`src/rtl/dmem_cache.sv`:
```
// Direct-mapped, write-through, no-write-allocate data cache with word-serial refill.
// Define DMEM_CACHE_STATS_EN to add saturating hit_count / miss_count outputs.
module dmem_cache #(
    parameter int unsigned ADDR_WIDTH     = 32,
    parameter int unsigned LINES          = 16,
    parameter int unsigned WORDS_PER_LINE = 4
) (
    input  logic                  clk,
    input  logic                  reset,
    input  logic                  cpu_req,
    input  logic                  cpu_we,
    input  logic [ADDR_WIDTH-1:0] cpu_addr,
    input  logic [31:0]           cpu_wdata,
    output logic [31:0]           cpu_rdata,
    output logic                  cpu_stall,
    output logic                  mem_req,
    output logic                  mem_we,
    output logic [ADDR_WIDTH-1:0] mem_addr,
    output logic [31:0]           mem_wdata,
    input  logic [31:0]           mem_rdata,
    input  logic                  mem_ack
`ifdef DMEM_CACHE_STATS_EN
    ,
    output logic [31:0]           hit_count,
    output logic [31:0]           miss_count
`endif
);

    localparam int unsigned WB    = $clog2(WORDS_PER_LINE);
    localparam int unsigned IB    = $clog2(LINES);
    localparam int unsigned WBW   = (WB == 0) ? 1 : WB;
    localparam int unsigned DAW   = IB + WB;
    localparam int unsigned TW    = ADDR_WIDTH - 2 - IB - WB;
    localparam int unsigned DEPTH = LINES * WORDS_PER_LINE;

    typedef enum logic [1:0] {IDLE, REFILL, WRITE} state_t;

    state_t           state;
    logic [WBW-1:0]   cnt;
    logic             done;
    logic             wr_hit;
    logic [IB-1:0]    rf_idx;
    logic [TW-1:0]    rf_tag;
    logic [LINES-1:0] valid;
    logic [TW-1:0]    tags [LINES];
    logic [31:0]      data [DEPTH];

    logic [DAW-1:0]   cpu_flat;
    logic [IB-1:0]    cpu_idx;
    logic [TW-1:0]    cpu_tag;
    logic             hit;

    // The {index, word} field is contiguous, so it directly addresses the data array.
    assign cpu_flat = DAW'(cpu_addr >> 2);
    assign cpu_idx  = IB'(cpu_addr >> (2 + WB));
    assign cpu_tag  = TW'(cpu_addr >> (2 + WB + IB));
    assign hit      = valid[cpu_idx] && (tags[cpu_idx] == cpu_tag);

    assign cpu_rdata = reset ? 32'd0 : data[cpu_flat];

    // Stall unless an idle load hits, or the store just finished (done cycle).
    always_comb begin
        cpu_stall = 1'b0;
        if (!reset && cpu_req) begin
            if (state == IDLE) cpu_stall = !done && (cpu_we || !hit);
            else               cpu_stall = 1'b1;
        end
    end

    always_ff @(posedge clk) begin
        if (reset) begin
            state     <= IDLE;
            cnt       <= '0;
            done      <= 1'b0;
            wr_hit    <= 1'b0;
            rf_idx    <= '0;
            rf_tag    <= '0;
            valid     <= '0;
            mem_req   <= 1'b0;
            mem_we    <= 1'b0;
            mem_addr  <= '0;
            mem_wdata <= '0;
        end else begin
            case (state)
                IDLE: begin
                    done <= 1'b0;
                    if (cpu_req && !done) begin
                        if (cpu_we) begin
                            state     <= WRITE;
                            mem_req   <= 1'b1;
                            mem_we    <= 1'b1;
                            mem_addr  <= {cpu_addr[ADDR_WIDTH-1:2], 2'b00};
                            mem_wdata <= cpu_wdata;
                            wr_hit    <= hit;
                        end else if (!hit) begin
                            state          <= REFILL;
                            cnt            <= '0;
                            mem_req        <= 1'b1;
                            mem_we         <= 1'b0;
                            mem_addr       <= (cpu_addr >> (2 + WB)) << (2 + WB);
                            rf_idx         <= cpu_idx;
                            rf_tag         <= cpu_tag;
                            valid[cpu_idx] <= 1'b0;
                        end
                    end
                end
                REFILL: begin
                    if (mem_ack) begin
                        if (cnt == WBW'(WORDS_PER_LINE - 1)) begin
                            mem_req       <= 1'b0;
                            valid[rf_idx] <= 1'b1;
                            tags[rf_idx]  <= rf_tag;
                            state         <= IDLE;
                        end else begin
                            cnt      <= cnt + WBW'(1);
                            mem_addr <= mem_addr + ADDR_WIDTH'(4);
                        end
                    end
                end
                WRITE: begin
                    if (mem_ack) begin
                        mem_req <= 1'b0;
                        mem_we  <= 1'b0;
                        done    <= 1'b1;
                        state   <= IDLE;
                    end
                end
                default: state <= IDLE;
            endcase
        end
    end

    // Data array is not reset; lines become usable only through their valid bit.
    always_ff @(posedge clk) begin
        if (!reset && mem_ack) begin
            if (state == REFILL)
                data[DAW'(mem_addr >> 2)] <= mem_rdata;
            else if (state == WRITE && wr_hit)
                data[DAW'(mem_addr >> 2)] <= mem_wdata;
        end
    end

`ifdef DMEM_CACHE_STATS_EN
    always_ff @(posedge clk) begin
        if (reset) begin
            hit_count  <= '0;
            miss_count <= '0;
        end else if (state == IDLE && cpu_req && !cpu_we && !done) begin
            if (hit) begin
                if (hit_count != '1) hit_count <= hit_count + 32'd1;
            end else if (miss_count != '1) begin
                miss_count <= miss_count + 32'd1;
            end
        end
    end
`endif

endmodule
```
`config.mk`:
```
export PLATFORM = sky130hd
export DESIGN_NAME = dmem_cache
export DESIGN_NICKNAME = d
export VERILOG_FILES = /design/src/rtl/dmem_cache.sv
export SDC_FILE = /design/constraint.sdc
export NUM_CORES = 2
export LEC_CHECK = 0
export BUFFER_PORTS_ARGS = -buffer_cell sky130_fd_sc_hd__buf_2
export CELL_PAD_IN_SITES_DETAIL_PLACEMENT = 1
export CELL_PAD_IN_SITES_GLOBAL_PLACEMENT = 2
export CORE_MARGIN = 4
export CORE_UTILIZATION = 25
export CTS_CLUSTER_SIZE = 40
export DETAILED_ROUTE_END_ITERATION = 8
export GPL_TIMING_DRIVEN = 0
export PLACE_DENSITY_LB_ADDON = 0.1
export SKIP_LAST_GASP = 1
export SLEW_MARGIN = 30
export SYNTH_ARGS = -nofsm -noshare
export SYNTH_HDL_FRONTEND = slang
export SYNTH_SLANG_ARGS = --single-unit
export TNS_END_PERCENT = 10
```
`constraint.sdc`:
```
create_clock -name clk -period 3.87 [get_ports clk]
set_clock_uncertainty 0.1 [all_clocks]
set_input_delay 0.387 -clock clk [delete_from_list [all_inputs] [get_ports clk]]
set_output_delay 0.387 -clock clk [all_outputs]
set_load 0.03 [all_outputs]
```
==> metrics.csv <==
metric;value;unit
status;finished with violations;
failing checks;setup timing;
critical path's slowest cell;mux4_2;
DRC;0;
total chip power;65000;µW
die area;0.407;mm²
number of synthesized flops with an enable pin;2432;
Overflow after GRT;0;
CTS HTree Levels;5;
largest cells by area after synthesis;edfxtp_1 74%, mux4_2 14%, dfxtp_1 2.3%;
Worst Setup Start Kind;flop;
vias in the first global route;58300;
ys async rst share;0;%
CTS buffer count;308;
DIE WIDTH;638;µm
clk sinks;2546;
Max stage delay on crit path;0.59;ns
dominant synthesized flop cell;edfxtp_1;
RSZ-0062 raised after global routing;yes;
Worst Setup End Kind;primary output;
peak supply drop;0.319;mV
synthesized area per cell;20.8;µm²
Pre-antenna DRT Iters;6;
worst hold path type;input pin to flop;
largest net degree at the start of global routing;65;
Setup CP Type;flop to primary output;
Critical Path RT;3.38;ns
Synth Warn #;0;
via/cell ratio;5.06;
Total GRT Usage;22.7;%
Max Freq;0.239;GHz
worst-path maximum fanout;2;
Worst Setup Slack, final;-0.323;ns
sequential share of the synthesized area;75.9;%
post-synthesis register bit count;2546;
hold slack;0.0704;ns
Unique masters post-synth;86;
Root Driver;clkbuf_16;
dpl hpwl;343000;µm
vias post-DR;57400;
DRT Wirelength;471000;µm
Clock Latency Late Sink;0.93;ns
clk slew on worst S/H paths;0.06;ns
die span in y;638;µm
period utilisation layout;108;%
area after detailed placement;0.117;mm²
Core ar.;0.396;mm²
CP Cell Sequence;mux4_2 -> mux4_2 -> xnor2_4 -> nand3_4 -> a2111oi_4 -> and4_4 -> nor3_4 -> buf_6;
max-cap violation count;0;
clk buf depth;4;
final hold violation count;0;
initial antenna violation count;29;
area delta synth->final;32.6;%
Starting Density;25.1;%
Worst-Margin Slew;1.05;ns
pwr/cell area;494;mW/mm²
Tmin final;4.19;ns
Slew HR;29.8;%
io pins;200;
PortBufs;188;
initial DRC count;6294;
layout cells sized above 1;37.6;%
RD Place Congestion;0.760;
Lkg Pwr;0.0422;µW
final instance area;0.132;mm²
Rows;231;
setup violators final;11;
post-synthesis instance total;4770;
Layout Nets;5977;
routed len/inst;41.5;µm
most used cell, CP;mux4_2;
Final Max Slew Viols;0;
Synth top area share;73.6;%
Detail Route Antenna Nets;0;
Worst EP arrival;3.71;ns
CTS tree;yes;
first-pass GRT wire length;612000;µm
top cell type by total area after synthesis;edfxtp_1;
Cell Area, Synth;0.0992;mm²
==> sequential cells by signal (all words and copies together) (netlist names) <==
signal / cells
data: 2048
tags: 384
mem_wdata: 32
mem_addr: 30
rf_tag: 24
valid: 16
rf_idx: 4
cnt: 2
state: 2
done: 1
mem_req: 1
mem_we: 1
wr_hit: 1
==> final cells by class <==
cell class / instances / area [µm²]
well taps: 5242 / 6560
repair buffers: 797 / 12600
clock inverters: 163 / 1460
clock buffers: 377 / 8200
multi-input cells: 1913 / 24300
fillers: 38800 / 264000
flip-flops and latches: 2546 / 75300
diodes: 11 / 27.5
plain buffers: 266 / 2980
inverters: 38 / 155
==> kinds of logic (layout without fill, tap and decap cells) <==
kind of cell | count (synthesis) | count (layout) | synth area share [%]
adder cells (fa/ha/maj) | 6 | 6 | 0.0757
AND/OR/NAND/NOR | 593 | 593 | 2.78
XOR/XNOR | 21 | 21 | 0.185
flip-flops | 2546 | 2546 | 75.9
multiplexers | 799 | 799 | 16.1
buffers and inverters | 312 | 1641 | 1.45
other | 1 | 13 | 0.00378
AO/OA/AOI/OAI | 492 | 492 | 3.47
==> cell usage in the layout, fill, tap and decap left out, types with 43 or more instances in the layout <==
cell,count
dlygate4sd3_1,68
mux2i_1,107
a22oi_1,107
buf_16,299
clkbuf_1,105
clkinv_2,43
clkbuf_16,331
buf_4,180
nor2_1,67
nand2_1,186
buf_12,116
o21ai_0,50
mux4_2,636
a21oi_1,106
edfxtp_1,2432
buf_2,195
nor2_4,97
clkinv_1,66
dfxtp_1,114
==> cell usage after synthesis (all sizes together) (19+ instances only) <==
master	n
edfxtp	2432
mux4	636
nand2	197
nor2	176
clkbuf	149
a22oi	128
buf	125
mux2i	121
a21oi	115
dfxtp	114
o21ai	72
nor3	46
mux2	42
inv	36
nand3	35
a221oi	23
or3	21
xnor2	19
==> repair_timing <==
item / CTS / global route
cloned: 1 / 2
hold buffers: 68 / 0
setup buffers: 56 / 104
endpoints found under the setup margin: 639 / 1490
pin swaps: 40 / 21
gates resized for setup: 591 / 35
hold endpoints to repair: 171 / 0
==> final timing paths <==
check | from | end | slack [ns] | cells past startpoint
worst max-delay path | tags[3][6] | cpu_stall | -0.32 | 8
worst min-delay path | mem_rdata[24] | data[10][24] | 0.07 | 2
worst max register to register | tags[3][6] | valid[11] | -0.02 | 11
worst min register to register | wr_hit | wr_hit | 0.36 | 2
==> routing by layer <==
layer  vias to the layer above  share of wire, %  track usage, %
met3                       478               4.1            2.38
met4                         2               2.5            5.23
met1                     32900                44            31.2
li1                      22300                 -               -
met5                         -            0.0028               0
met2                      1739                50            38.8
==> critical path: cells and delay by family (launching register included) <==
kind                      cells  cell delay [ns]
xor gates and xnor gates      1             0.33
muxes                         2             1.08
buffers and inverters         1             0.16
DFF                           1             0.37
AOI/OAI and AO/OA             1             0.31
and+or+nand+nor               3             0.56
==> metrics by stage <==
stage | worst slack, ns | TNS (ns) | cells | utilization [%]
floorplan | 0.00992 | 0 | 4771 | -
detailed placement | -2.71 | -308.27 | 10600 | 29.6
finish | -0.323 | -0.813 | 11400 | 33.2
global route | -0.442 | -18.82 | 11300 | 33.2
CTS | -0.459 | -53.52 | 11200 | 33.0
global placement | -8.39 | - | 10200 | 27.0
==> power breakdown <==
| group | internal, µW | leakage [µW] | switching [µW] | total (µW) |
|---|---|---|---|---|
| combinational | 1950 | 0.0147 | 3740 | 5690 |
| sequential | 30400 | 0.0228 | 311 | 30700 |
| clock | 16500 | 0.00471 | 12100 | 28600 |
| total | 48800 | 0.0422 | 16100 | 65000 |
Power figures use the tool's default switching activity.
